$ cat src/rtl/jtag_pkg.sv
// Shared TAP definitions: state encoding, default instruction codes and the
// IEEE 1149.1 next-state function used by the responder.
package jtag_pkg;

   typedef enum logic [3:0] {
      TLR        = 4'd0,
      RTI        = 4'd1,
      SELECT_DR  = 4'd2,
      CAPTURE_DR = 4'd3,
      SHIFT_DR   = 4'd4,
      EXIT1_DR   = 4'd5,
      PAUSE_DR   = 4'd6,
      EXIT2_DR   = 4'd7,
      UPDATE_DR  = 4'd8,
      SELECT_IR  = 4'd9,
      CAPTURE_IR = 4'd10,
      SHIFT_IR   = 4'd11,
      EXIT1_IR   = 4'd12,
      PAUSE_IR   = 4'd13,
      EXIT2_IR   = 4'd14,
      UPDATE_IR  = 4'd15
   } tap_state_t;

   localparam logic [7:0]  DEFAULT_INSN_IDCODE  = 8'h01;
   localparam logic [7:0]  DEFAULT_INSN_USER    = 8'h02;
   localparam logic [31:0] DEFAULT_IDCODE_VALUE = 32'h1234_5679;

   function automatic tap_state_t tap_next_state(input tap_state_t s, input logic tms);
      tap_state_t n;
      n = TLR;
      case (s)
         TLR:        n = tms ? TLR       : RTI;
         RTI:        n = tms ? SELECT_DR : RTI;
         SELECT_DR:  n = tms ? SELECT_IR : CAPTURE_DR;
         CAPTURE_DR: n = tms ? EXIT1_DR  : SHIFT_DR;
         SHIFT_DR:   n = tms ? EXIT1_DR  : SHIFT_DR;
         EXIT1_DR:   n = tms ? UPDATE_DR : PAUSE_DR;
         PAUSE_DR:   n = tms ? EXIT2_DR  : PAUSE_DR;
         EXIT2_DR:   n = tms ? UPDATE_DR : SHIFT_DR;
         UPDATE_DR:  n = tms ? SELECT_DR : RTI;
         SELECT_IR:  n = tms ? TLR       : CAPTURE_IR;
         CAPTURE_IR: n = tms ? EXIT1_IR  : SHIFT_IR;
         SHIFT_IR:   n = tms ? EXIT1_IR  : SHIFT_IR;
         EXIT1_IR:   n = tms ? UPDATE_IR : PAUSE_IR;
         PAUSE_IR:   n = tms ? EXIT2_IR  : PAUSE_IR;
         EXIT2_IR:   n = tms ? UPDATE_IR : SHIFT_IR;
         UPDATE_IR:  n = tms ? SELECT_DR : RTI;
         default:    n = TLR;
      endcase
      return n;
   endfunction

endpackage

$ cat src/rtl/jtag_edge_sync.sv
// Brings TCK/TMS/TDI into the ref_clk domain through matched two-flop stages
// and produces single-cycle TCK rising/falling edge strobes.
module jtag_edge_sync (
   input  logic ref_clk,
   input  logic rst,
   input  logic tck,
   input  logic tms,
   input  logic tdi,
   output logic tck_rise,
   output logic tck_fall,
   output logic tms_s,
   output logic tdi_s
);

   // Bit order {tdi, tms, tck}; all three share the same latency.
   logic [2:0] meta_q, meta_d;
   logic [2:0] sync_q, sync_d;
   logic       tck_prev_q, tck_prev_d;

   always_comb begin
      meta_d     = {tdi, tms, tck};
      sync_d     = meta_q;
      tck_prev_d = sync_q[0];
   end

   always_ff @(posedge ref_clk or posedge rst) begin
      if (rst) begin
         meta_q     <= 3'b000;
         sync_q     <= 3'b000;
         tck_prev_q <= 1'b0;
      end else begin
         meta_q     <= meta_d;
         sync_q     <= sync_d;
         tck_prev_q <= tck_prev_d;
      end
   end

   assign tck_rise = sync_q[0] & ~tck_prev_q;
   assign tck_fall = ~sync_q[0] & tck_prev_q;
   assign tms_s    = sync_q[1];
   assign tdi_s    = sync_q[2];

endmodule

$ cat src/rtl/jtag_tap_responder.sv
// Target-side JTAG TAP: oversampled TCK, 16-state TAP FSM, IR plus
// IDCODE/USER/BYPASS data registers shifted LSB-first.
module jtag_tap_responder
   import jtag_pkg::*;
#(
   parameter int                 IR_LEN       = 8,
   parameter int                 DR_LEN       = 32,
   parameter logic [31:0]        IDCODE_VALUE = DEFAULT_IDCODE_VALUE,
   parameter logic [IR_LEN-1:0]  INSN_IDCODE  = IR_LEN'(DEFAULT_INSN_IDCODE),
   parameter logic [IR_LEN-1:0]  INSN_USER    = IR_LEN'(DEFAULT_INSN_USER)
) (
   input  logic              ref_clk,
   input  logic              rst,
   input  logic              tck,
   input  logic              tms,
   input  logic              tdi,
   output logic              tdo,
   output logic [3:0]        tap_state,
   output logic [IR_LEN-1:0] ir_value,
   input  logic [DR_LEN-1:0] dr_capture_in,
   output logic [DR_LEN-1:0] user_dr_out,
   output logic              user_dr_update
);

   logic tck_rise, tck_fall, tms_s, tdi_s;

   jtag_edge_sync u_edge_sync (
      .ref_clk  (ref_clk),
      .rst      (rst),
      .tck      (tck),
      .tms      (tms),
      .tdi      (tdi),
      .tck_rise (tck_rise),
      .tck_fall (tck_fall),
      .tms_s    (tms_s),
      .tdi_s    (tdi_s)
   );

   tap_state_t        state_q, state_d;
   logic [IR_LEN-1:0] ir_shift_q, ir_shift_d;
   logic [31:0]       idcode_shift_q, idcode_shift_d;
   logic [DR_LEN-1:0] user_shift_q, user_shift_d;
   logic              bypass_q, bypass_d;
   logic              tdo_q, tdo_d;
   logic [IR_LEN-1:0] ir_value_q, ir_value_d;
   logic [DR_LEN-1:0] user_dr_out_q, user_dr_out_d;
   logic              user_dr_update_q, user_dr_update_d;
   logic              upd_ir_pend_q, upd_ir_pend_d;
   logic              upd_dr_pend_q, upd_dr_pend_d;

   logic sel_idcode, sel_user, dr_bit0;

   assign sel_idcode = (ir_value_q == INSN_IDCODE);
   assign sel_user   = (ir_value_q == INSN_USER);
   assign dr_bit0    = sel_idcode ? idcode_shift_q[0] :
                       sel_user   ? user_shift_q[0]   : bypass_q;

   // Updates commit one ref_clk after the FSM lands in an Update state,
   // tracked by the pend flags raised on the transitioning TCK edge.
   always_comb begin
      state_d          = state_q;
      ir_shift_d       = ir_shift_q;
      idcode_shift_d   = idcode_shift_q;
      user_shift_d     = user_shift_q;
      bypass_d         = bypass_q;
      tdo_d            = tdo_q;
      ir_value_d       = ir_value_q;
      user_dr_out_d    = user_dr_out_q;
      user_dr_update_d = 1'b0;
      upd_ir_pend_d    = 1'b0;
      upd_dr_pend_d    = 1'b0;

      if (tck_rise) begin
         state_d       = tap_next_state(state_q, tms_s);
         upd_ir_pend_d = (state_d == UPDATE_IR);
         upd_dr_pend_d = (state_d == UPDATE_DR);
         case (state_q)
            CAPTURE_IR: ir_shift_d = IR_LEN'(2'b01);
            SHIFT_IR:   ir_shift_d = {tdi_s, ir_shift_q[IR_LEN-1:1]};
            CAPTURE_DR: begin
               if (sel_idcode)    idcode_shift_d = IDCODE_VALUE;
               else if (sel_user) user_shift_d   = dr_capture_in;
               else               bypass_d       = 1'b0;
            end
            SHIFT_DR: begin
               if (sel_idcode)    idcode_shift_d = {tdi_s, idcode_shift_q[31:1]};
               else if (sel_user) user_shift_d   = {tdi_s, user_shift_q[DR_LEN-1:1]};
               else               bypass_d       = tdi_s;
            end
            default: ;
         endcase
      end

      if (tck_fall) begin
         if (state_q == SHIFT_IR)      tdo_d = ir_shift_q[0];
         else if (state_q == SHIFT_DR) tdo_d = dr_bit0;
      end

      if (upd_ir_pend_q) ir_value_d = ir_shift_q;
      if (upd_dr_pend_q && sel_user) begin
         user_dr_out_d    = user_shift_q;
         user_dr_update_d = 1'b1;
      end
      if (state_q == TLR) ir_value_d = INSN_IDCODE;
   end

   always_ff @(posedge ref_clk or posedge rst) begin
      if (rst) begin
         state_q          <= TLR;
         ir_shift_q       <= '0;
         idcode_shift_q   <= '0;
         user_shift_q     <= '0;
         bypass_q         <= 1'b0;
         tdo_q            <= 1'b0;
         ir_value_q       <= INSN_IDCODE;
         user_dr_out_q    <= '0;
         user_dr_update_q <= 1'b0;
         upd_ir_pend_q    <= 1'b0;
         upd_dr_pend_q    <= 1'b0;
      end else begin
         state_q          <= state_d;
         ir_shift_q       <= ir_shift_d;
         idcode_shift_q   <= idcode_shift_d;
         user_shift_q     <= user_shift_d;
         bypass_q         <= bypass_d;
         tdo_q            <= tdo_d;
         ir_value_q       <= ir_value_d;
         user_dr_out_q    <= user_dr_out_d;
         user_dr_update_q <= user_dr_update_d;
         upd_ir_pend_q    <= upd_ir_pend_d;
         upd_dr_pend_q    <= upd_dr_pend_d;
      end
   end

   assign tdo            = tdo_q;
   assign tap_state      = state_q;
   assign ir_value       = ir_value_q;
   assign user_dr_out    = user_dr_out_q;
   assign user_dr_update = user_dr_update_q;

endmodule

$ cat config.mk
export PLATFORM = sky130hd
export DESIGN_NAME = jtag_tap_responder
export DESIGN_NICKNAME = d
export VERILOG_FILES = /design/src/rtl/jtag_pkg.sv /design/src/rtl/jtag_edge_sync.sv /design/src/rtl/jtag_tap_responder.sv
export SDC_FILE = /design/constraint.sdc
export NUM_CORES = 1
export LEC_CHECK = 0
export ABC_AREA = 1
export CAP_MARGIN = 25
export CORE_UTILIZATION = 58
export DETAILED_ROUTE_END_ITERATION = 10
export PLACE_DENSITY = 0.88
export SLEW_MARGIN = 40
export SYNTH_ARGS = -nofsm -noshare
export SYNTH_HDL_FRONTEND = slang
export SYNTH_SLANG_ARGS = --single-unit
$ cat constraint.sdc
create_clock -name ref_clk -period 12.75 [get_ports ref_clk]
set_clock_uncertainty 0.05 [all_clocks]
set_input_delay 2.55 -clock ref_clk [delete_from_list [all_inputs] [get_ports ref_clk]]
set_output_delay 2.55 -clock ref_clk [all_outputs]
set_load 0.01 [all_outputs]
# Yosys cells after proc, flatten, opt, wreduce, memory -nomap -nowiden
# Cells that the tools add are included.
[word_totals] ff_bits=128 elab_cells=96 out_inout_bits=46 in_bits=37
[op_classes] eq_ne=27 n_reduce_logical=14 n_mux=37 bitwise_logic=4
[op_table] operator="2-to-1 mux 32 bit" count=6
[op_table] operator="one-hot mux 32 bit (2 select lines)" count=2
[op_table] operator="one-hot mux 4 bit (12 select lines)" count=1
[op_table] operator="equality test 4 bit (second input constant)" count=10
[op_table] operator="2-to-1 mux 4 bit" count=5
[op_table] operator="equality test 4 x 3 -> 1 bit (second input constant)" count=4
[op_table] operator="2-to-1 mux 8 bit" count=2
[op_table] operator="!= test 2 bit (second input constant)" count=8
[op_table] operator="one-hot mux 8 bit (2 select lines)" count=1
[op_table] operator="2-to-1 mux 1 bit" count=14
[op_table] operator="AND reduction 6 bit" count=2
[op_table] operator="equality test 4 x 2 -> 1 bit (second input constant)" count=2
[op_table] operator="equality test 8 x 1 -> 1 bit (second input constant)" count=1
[op_table] operator="equality test 8 x 2 -> 1 bit (second input constant)" count=1
[op_table] operator="nonzero test 2 bit" count=4
[op_table] operator="2-to-1 mux 2 bit" count=3
[op_table] operator="2-to-1 mux 3 bit" count=2
[op_table] operator="equality test 4 x 1 -> 1 bit (second input constant)" count=1
[op_table] operator="logical NOT 4 bit" count=1
[op_table] operator="AND reduction 2 bit" count=2
[op_table] operator="AND reduction 4 bit" count=1
[op_table] operator="OR reduction 2 bit" count=2
[op_table] operator="OR reduction 3 bit" count=1
[op_table] operator="bitwise AND 1 bit" count=2
[op_table] operator="other kinds (3)" count=4

# Longest topological paths before layout
# Gate-level depths: netlist of run 1.
[logic_depth] word_depth=6 ltp_mapped=11 mapped_depth_nobuf=10

# Hierarchy
# From an unflattened synthesis of run 1, not the netlist that was laid out.
[unflattened] cells_unflattened=641 area_unflattened_um2=5565.3
[by_module_without_submodules] mod="jtag_tap_responder" seq_area_each_um2=3029.2 cells_per_inst=629 area_per_inst_um2=5371.4 n_inst=1
[by_module_without_submodules] mod="jtag_edge_sync" seq_area_each_um2=175.2 cells_per_inst=12 area_per_inst_um2=193.9 n_inst=1

# Worst setup path after synthesis of run 1
# Ideal clock, no wire load.
[synth_timing] path_type="flip-flop to output port" start="reg ir_value_q[0] (netlist: ir_value[0])" end="out ir_value[0]" t_arrival_ns=0.537 slack_ns=9.613 n_path_buf=0 path_stages_with_launch=1 required_time_ns=10.150 cell_sequence="dfstp_2"
[synth_lines] element="from (decl)" line_no="jtag_tap_responder.sv:45" source="logic [IR_LEN-1:0] ir_value_q, ir_value_d;"
[synth_lines] element="from (signal assigned)" line_no="jtag_tap_responder.sv:127" source="ir_value_q <= ir_value_d;"
[synth_lines] element="to (decl)" line_no="jtag_tap_responder.sv:19" source="output logic [IR_LEN-1:0] ir_value,"
# No word-level cell between the ends.

# Final worst setup path of run 1
[layout_timing] start="reg state_q[0] (netlist: tap_state[0])" end="out tap_state[0]"
[layout_lines] element="from (decl)" line_no="jtag_tap_responder.sv:39" source="tap_state_t state_q, state_d;"
[layout_lines] element="from (signal assigned)" line_no="jtag_tap_responder.sv:121" source="state_q <= state_d;"
[layout_lines] element="to (decl)" line_no="jtag_tap_responder.sv:18" source="output logic [3:0] tap_state,"
# No word-level cell between the ends.

==> flow_metrics.py, run 1 <==
metrics = {
    "layout": {
        "diodes": 0,
        "final_common_cell": "nand2_1",
        "final_cell_mix": "nand2_1, dfrtp_1, clkdlybuf4s50_1, o21ai_1, nor2_1",
        "final_area_um2": 7050,
        "nNetsFinal": 751,
        "layout-drive-gt1-share": 0.0867,
        "final.fill_count": 626,
        "area_growth_pct": 26.8,
    },
    "logic_synthesis": {
        "synth_cells": 640,
        "netlist.area_leader.share": 0.571,
        "syn_area_per_cell_um2": 8.69,
        "yosys.area.top_type": "dfrtp_1",
        "synth_cell_types": 26,
        "yosys-top-cells-area": "dfrtp_1, nand2_1, o21ai_1",
        "synth_seq_area_share": 0.576,
        "syn_area_um2": 5560,
        "synth-seq-cells": 128,
        "synth_nets": 677,
        "synth_warnings": 0,
    },
    "setup_path": {
        "rr_startpoint": "tap_state[0]",
        "cp_slowest_cell": "dfrtp_1",
        "reg2regPathDepth": 8,
        "path_buf_inv": 1,
        "critPathMaxFanout": 15,
        "arrival_ns": 1.82,
        "critPathKind": "reg -> out",
        "endpoint_kind": "output port",
        "crit_family": "flip-flops",
        "worstPathRequired_ns": 10.15,
        "cpPeakStageDelay_ns": 0.67,
        "r2r_end": "user_shift_q[8]",
        "cp-start-kind": "flip-flop",
        "crit_chain": "clkdlybuf4s50_1",
        "reg2reg_setup_slack_ns": 9.68,
    },
    "clock_network": {
        "numClockSinks": 128,
        "h-tree-depth": 4,
        "cts_buffer_depth": 2,
        "cts_tree": "yes",
        "cts_resized": 0,
        "post_cts_buffers": 0,
        "numCtsBuffers": 17,
        "clk_latency_ns": 0.52,
        "path_clk_slew_ns": 0.06,
        "holdBufCountCts": 0,
        "cts-root-buf": "clkbuf_8",
    },
    "die": {
        "die_x_um": 99.9,
        "dieArea_um2": 9990,
        "pin_count": 83,
        "start_util": 0.599,
        "fp.dieH_um": 99.9,
        "fp-row-count": 35,
        "core_area_um2": 9280,
    },
    "sta": {
        "worst_pin_slew_ns": 0.694,
        "hold_viol": 0,
        "maxSlewViolCount": 0,
        "slew_headroom": 0.537,
        "period_share": 0.347,
        "tns_ns": 0,
        "max_freq_mhz": 226,
        "min_period_ns": 4.42,
        "grt_setup_unrepaired": "no",
        "finalSetupViolations": 0,
    },
    "grt": {
        "grt_pass1_wl_um": 21600,
        "grt_start_max_net_pins": 78,
        "track_usage": 0.281,
        "overflow": 0,
        "antenna_found_initial": 0,
        "grt_pass1_vias": 4617,
    },
    "detailed_routing": {
        "wl_per_cell_um": 15.3,
        "drtIter0Drc": 356,
        "via_per_inst": 5.35,
        "drcViolationCount": 0,
        "ant_nets": 0,
        "dr.pass1.iters": 5,
        "drt-total-wl_um": 13100,
        "vias": 4578,
    },
    "placed_design": {
        "place_area_um2": 6430,
        "portBuffers": 82,
        "dp_hpwl_um": 8110,
        "place_congestion": 0.857,
    },
    "hold_path": {
        "hold_depth": 0,
        "min_to": "u_edge_sync.sync_q[0]",
        "hp-class": "reg -> reg",
        "min_from": "u_edge_sync.meta_q[0]",
    },
    "power_and_ir_drop": {
        "p_per_area_nw_per_um2": 175,
        "ir_worst_vdd_mv": 0.149,
        "leakage_nw": 3.71,
    },
    "run": {
        "maxCapViolations": 0,
    },
    "run_status": {
        "outcome": "complete, no violations",
    },
}
==> area by class of cell <==
cell class              count  area [µm²]  area share
clock inverters            13         176      0.0250
inverters                  60         229      0.0325
repair buffers             85         867       0.123
multi-input cells         422        1970       0.280
clock buffers              19         442      0.0626
well taps                 129         161      0.0229
flip-flops and latches    128        3200       0.454
==> layer usage <==
metal	vias up	wire, µm	GRT usage
li1	2193	-	-
met1	2213	5370	0.349
met2	148	6800	0.486
met3	24	629	0.0501
met4	0	315	0.122
met5	-	0	0
==> report_power, final <==
part	internal (mW)	total (mW)	switching (mW)
registers	0.455	0.498	0.0432
clock network	0.312	0.501	0.189
logic	0.0869	0.235	0.149
total	0.854	1.23	0.381
==> stage by stage <==
step                std cells  hold WS (ns)  setup slack [ns]  total power, mW  utilization
floorplan                 640         0.281              6.74            0.661            -
global placement          823         0.282              8.28            0.723        0.689
detailed placement        824         0.287              8.55            0.734        0.693
CTS                       856         0.302              8.35             1.24        0.759
global route              856         0.311              8.30             1.29        0.760
finish                    856         0.300              8.33             1.23        0.760
==> registers in the layout (all words and copies together), names as in the netlist <==
register	count
idcode_shift_q	32
user_dr_out	32
user_shift_q	32
ir_shift_q	8
ir_value	8
tap_state	4
u_edge_sync.meta_q	3
u_edge_sync.sync_q	3
bypass_q	1
tdo	1
u_edge_sync.tck_prev_q	1
upd_dr_pend_q	1
upd_ir_pend_q	1
user_dr_update	1
==> synth_stat cells <==
master / number
inv_2: 17
o21ai_1: 51
a21oi_1: 9
a21boi_0: 1
nand2_1: 211
buf_4: 6
nand4_1: 3
a31oi_1: 8
nand3_1: 35
nor2_1: 51
o211ai_1: 4
clkbuf_1: 10
o21ai_0: 19
dfstp_2: 1
nor2_8: 1
dfrtp_1: 127
inv_1: 43
buf_2: 11
a21oi_2: 1
nor2_2: 1
buf_6: 3
nand2_4: 1
nor2_4: 2
nand2_2: 1
mux2i_1: 22
or2_1: 1
==> worst max path at each step <==
stage | start | endpoint | slack, ns | depth (start not counted)
6_report | tap_state[0] | tap_state[0] | 8.33 | 1
2_1_floorplan | rst | bypass_q | 6.74 | 1
5_1_grt | tap_state[0] | tap_state[0] | 8.30 | 1
3_5_place_dp | rst | tap_state[2] | 8.55 | 3
3_3_place_gp | rst | tap_state[2] | 8.28 | 3
4_1_cts | tap_state[0] | tap_state[0] | 8.35 | 1
==> cell families after synthesis <==
logic type	after synthesis	synth area share
and+or+nand+nor	307	0.225
DFF	128	0.576
AOI/OAI and AO/OA	93	0.0884
buffers and inverters	90	0.0713
muxes	22	0.0396
(Power assumes the default switching activity.)
==> run 2: changes to the inputs <==
CORE_UTILIZATION = 49   (was 58)
PLACE_DENSITY = 0.79   (was 0.88)
clock period = 3.6 ns   (was 12.75 ns; I/O delays follow)
==> run 2 against run 1 <==
Against the previous run:
- sequential power grew to 3.6 times the previous value
- count of clock-buffer cells in the layout is 1 lower
- setup slack worse by 7.2 ns
- sequential share of layout area is 0.10 points lower
- highest routed layer unchanged
- largest power group unchanged
- combinational power grew to 3.5 times the previous value
- cell count is 1.4% higher
- total power grew to 3.6 times the previous value
- final area is 0.23% higher
- flip-flop and latch count stayed put
- die area is 18% higher
- routed wire length is 4.7% lower
- global-route usage is 4.4 points lower
==> flow_metrics.py, run 2 (synthesis results as in run 1) <==
metrics = {
    "detailed_routing": {
        "drcViolationCount": 0,
        "vias": 4490,
        "drt-total-wl_um": 12500,
        "drtIter0Drc": 280,
        "wl_per_cell_um": 14.4,
        "dr.pass1.iters": 7,
        "ant_nets": 0,
        "via_per_inst": 5.17,
    },
    "die": {
        "fp.dieH_um": 109,
        "start_util": 0.509,
        "fp-row-count": 38,
        "pin_count": 83,
        "die_x_um": 109,
        "core_area_um2": 10900,
        "dieArea_um2": 11800,
    },
    "grt": {
        "grt_pass1_vias": 4454,
        "grt_start_max_net_pins": 129,
        "track_usage": 0.238,
        "grt_pass1_wl_um": 21100,
        "antenna_found_initial": 0,
        "overflow": 0,
    },
    "clock_network": {
        "holdBufCountCts": 0,
        "cts_tree": "yes",
        "clk_latency_ns": 0.42,
        "cts_resized": 0,
        "path_clk_slew_ns": 0.06,
        "numClockSinks": 128,
        "cts-root-buf": "clkbuf_16",
        "numCtsBuffers": 17,
        "h-tree-depth": 4,
        "post_cts_buffers": 0,
        "cts_buffer_depth": 2,
    },
    "sta": {
        "min_period_ns": 2.52,
        "max_freq_mhz": 397,
        "maxSlewViolCount": 0,
        "hold_viol": 0,
        "finalSetupViolations": 0,
        "worst_pin_slew_ns": 0.701,
        "period_share": 0.700,
        "tns_ns": 0,
        "grt_setup_unrepaired": "no",
        "slew_headroom": 0.533,
    },
    "setup_path": {
        "cpPeakStageDelay_ns": 0.64,
        "cp_slowest_cell": "dfrtp_1",
        "critPathMaxFanout": 39,
        "worstPathRequired_ns": 3.83,
        "endpoint_kind": "flip-flop",
        "reg2regPathDepth": 8,
        "arrival_ns": 2.75,
        "rr_startpoint": "tap_state[0]",
        "cp-start-kind": "flip-flop",
        "reg2reg_setup_slack_ns": 1.08,
        "crit_family": "buffers and inverters",
        "critPathKind": "reg -> reg",
        "crit_chain": "nor2_1, nand2_2, buf_4, inv_2, nand2_1, nand2_1, nor2_1, a21oi_2",
        "r2r_end": "user_shift_q[31]",
        "path_buf_inv": 2,
    },
    "power_and_ir_drop": {
        "p_sw_mw": 1.31,
        "p_comb_frac": 0.187,
        "internal-power_mw": 3.09,
        "ir_worst_vdd_mv": 0.549,
        "power_frac_seq": 0.402,
        "p_per_area_nw_per_um2": 622,
        "leakage_nw": 3.71,
        "clock_power_share": 0.411,
        "p_sw_frac": 0.297,
    },
    "layout": {
        "final_area_um2": 7070,
        "final_common_cell": "nand2_1",
        "layout-drive-gt1-share": 0.0879,
        "final.fill_count": 881,
        "area_growth_pct": 27.1,
        "final_cell_mix": "nand2_1, dfrtp_1, clkdlybuf4s50_1, o21ai_1, nor2_1",
        "nNetsFinal": 752,
        "diodes": 0,
    },
    "hold_path": {
        "min_to": "u_edge_sync.sync_q[2]",
        "hp-class": "reg -> reg",
        "min_from": "u_edge_sync.meta_q[2]",
        "hold_depth": 0,
    },
    "run": {
        "maxCapViolations": 0,
    },
    "placed_design": {
        "place_congestion": 0.892,
        "dp_hpwl_um": 8090,
        "place_area_um2": 6440,
        "portBuffers": 82,
    },
    "run_status": {
        "outcome": "complete, no violations",
    },
}
[run 2: worst max-delay path by stage]
stage,depth (start not counted),endpoint,startpoint
floorplan,1,bypass_q,rst
global placement,8,user_shift_q[31],tap_state[0]
detailed placement,8,user_shift_q[31],tap_state[0]
CTS,8,user_shift_q[31],tap_state[0]
global route,9,user_shift_q[31],tap_state[0]
finish,8,user_shift_q[31],tap_state[0]
[run 2: cell type report]
cell class | instances | area [µm²] | area share
Sequential cell | 128 | 3200 | 0.453
Multi-Input combinational cell | 422 | 1970 | 0.278
Timing Repair Buffer | 86 | 863 | 0.122
Clock buffer | 18 | 439 | 0.0621
Inverter | 60 | 230 | 0.0326
Clock inverter | 14 | 189 | 0.0267
Tap cell | 140 | 175 | 0.0248
[run 2: power by group through the flow]
stage	clock [mW]	sequential, mW	combinational [mW]
2_1_floorplan	0	1.75	0.594
6_report	1.81	1.77	0.823
4_1_cts	1.83	1.76	0.820
3_3_place_gp	0	1.77	0.782
5_1_grt	1.90	1.79	0.927
3_5_place_dp	0	1.78	0.813
[run 2: per-layer routing]
| layer | vias to the layer above | wire (µm) | GRT usage |
|---|---|---|---|
| met4 | 0 | 176 | 0.0946 |
| met3 | 18 | 604 | 0.0669 |
| met1 | 2170 | 5540 | 0.301 |
| met5 | - | 0 | 0 |
| li1 | 2182 | - | - |
| met2 | 120 | 6170 | 0.384 |
[run 2: stage by stage]
stage / power [mW] / hold WS, ns / util / instances / worst slack [ns]
6_report: 4.40 / 0.306 / 0.646 / 868 / 1.08
2_1_floorplan: 2.34 / 0.281 / - / 640 / 1.25
3_3_place_gp: 2.56 / 0.282 / 0.589 / 836 / 1.25
3_5_place_dp: 2.59 / 0.295 / 0.589 / 836 / 1.15
5_1_grt: 4.62 / 0.312 / 0.646 / 868 / 0.905
4_1_cts: 4.42 / 0.307 / 0.646 / 868 / 1.11
==> run 3: changes to the inputs <==
clock period = 2.28 ns   (was 3.6 ns; I/O delays follow)
==> run 3 against run 2 <==
Against the previous run:
- combinational power rose by 64%
- setup slack got worse by 0.89 ns
- flip-flop and latch count did not move
- via count fell by 1.2%
- final area rose by 1.3%
- largest cell class unchanged
==> flow_metrics.py, run 3 (synthesis results as in run 1) <==
metrics = {
    "power_and_ir_drop": {
        "leakage_nw": 3.76,
        "p_per_area_nw_per_um2": 981,
        "ir_worst_vdd_mv": 0.647,
        "fin_total_pwr_mw": 7.02,
    },
    "setup_path": {
        "reg2reg_setup_slack_ns": 0.38,
        "critPathMaxFanout": 10,
        "arrival_ns": 1.59,
        "critPathKind": "reg -> out",
        "crit_chain": "buf_4, clkdlybuf4s50_1",
        "cpPeakStageDelay_ns": 0.55,
        "cp-start-kind": "flip-flop",
        "cp_slowest_cell": "clkdlybuf4s50_1",
        "path_buf_inv": 2,
        "worstPathRequired_ns": 1.77,
        "endpoint_kind": "output port",
        "crit_family": "buffers and inverters",
    },
    "sta": {
        "maxSlewViolCount": 0,
        "hold_viol": 0,
        "setup_ws_ns": 0.188,
        "finalSetupViolations": 0,
        "grt_setup_unrepaired": "no",
        "period_share": 0.918,
        "slew_headroom": 0.646,
        "max_freq_mhz": 478,
        "worst_pin_slew_ns": 0.531,
        "min_period_ns": 2.09,
        "tns_ns": 0,
    },
    "hold_path": {
        "hp-class": "reg -> reg",
    },
    "placed_design": {
        "place_congestion": 0.995,
        "dp_cells": 842,
        "dp_hpwl_um": 8170,
        "portBuffers": 82,
        "place_ws_ns": 0.426,
    },
    "grt": {
        "grt_pass1_wl_um": 21300,
        "grt_pass1_vias": 4508,
        "grt_start_max_net_pins": 65,
        "track_usage": 0.235,
        "overflow": 0,
        "antenna_found_initial": 0,
    },
    "layout": {
        "final_util": 0.655,
        "final_cells": 874,
        "final_common_cell": "nand2_1",
        "diodes": 0,
        "nNetsFinal": 758,
        "final_cell_mix": "nand2_1, dfrtp_1, clkdlybuf4s50_1, nor2_1, o21ai_1",
        "final.fill_count": 869,
        "layout-drive-gt1-share": 0.0940,
        "area_growth_pct": 28.7,
    },
    "clock_network": {
        "path_clk_slew_ns": 0.06,
        "cts_tree": "yes",
        "cts-root-buf": "clkbuf_16",
        "cts_resized": 0,
        "clk_latency_ns": 0.41,
        "holdBufCountCts": 0,
        "numClockSinks": 128,
        "numCtsBuffers": 17,
        "post_cts_buffers": 0,
        "cts_buffer_depth": 2,
        "h-tree-depth": 4,
    },
    "die": {
        "core_area_um2": 10900,
        "die_x_um": 109,
        "fp-row-count": 38,
        "fp.dieH_um": 109,
        "start_util": 0.509,
        "dieArea_um2": 11800,
        "pin_count": 83,
    },
    "detailed_routing": {
        "drt-total-wl_um": 12400,
        "drcViolationCount": 0,
        "ant_nets": 0,
        "dr.pass1.iters": 5,
        "vias": 4436,
        "wl_per_cell_um": 14.2,
        "drtIter0Drc": 293,
        "via_per_inst": 5.08,
    },
    "run_status": {
        "outcome": "complete, no violations",
    },
    "run": {
        "maxCapViolations": 0,
    },
}
-- run 3: final timing paths --
| check | startpoint | end | cells past startpoint |
|---|---|---|---|
| setup / recovery | tap_state[0] | tap_state[0] | 2 |
| hold / removal | u_edge_sync.meta_q[1] | u_edge_sync.sync_q[1] | 0 |
| setup reg to reg | tap_state[1] | idcode_shift_q[7] | 9 |
| hold reg to reg | u_edge_sync.meta_q[1] | u_edge_sync.sync_q[1] | 0 |
| max in group asynchronous | rst | ir_value[0] | 3 |
| min in group asynchronous | rst | idcode_shift_q[23] | 2 |
-- run 3: per-stage QoR --
stage	area, µm²	hold WS [ns]
floorplan	5570	0.281
global placement	6520	0.282
detailed placement	6520	0.285
CTS	7160	0.299
global route	7160	0.321
finish	7160	0.298
-- run 3: power breakdown --
group          internal [mW]  switching [mW]  total, mW
Sequential              2.55           0.207       2.75
Clock                   1.78            1.13       2.92
Combinational          0.508           0.845       1.35
-- run 3: final cells by class --
class	count	area, µm²	share of cell area
clock buffers	17	425	0.0594
clock inverters	15	214	0.0299
inverters	60	229	0.0320
multi-input cells	422	1960	0.274
flip-flops and latches	128	3200	0.448
well taps	140	175	0.0245
repair buffers	92	946	0.132
-- run 3: layer usage --
layer	track usage	vias up	part of all wire
met1	0.298	2114	0.45
met4	0.0946	0	0.016
met5	0	-	0
met2	0.390	110	0.50
met3	0.0542	16	0.040
li1	-	2196	-
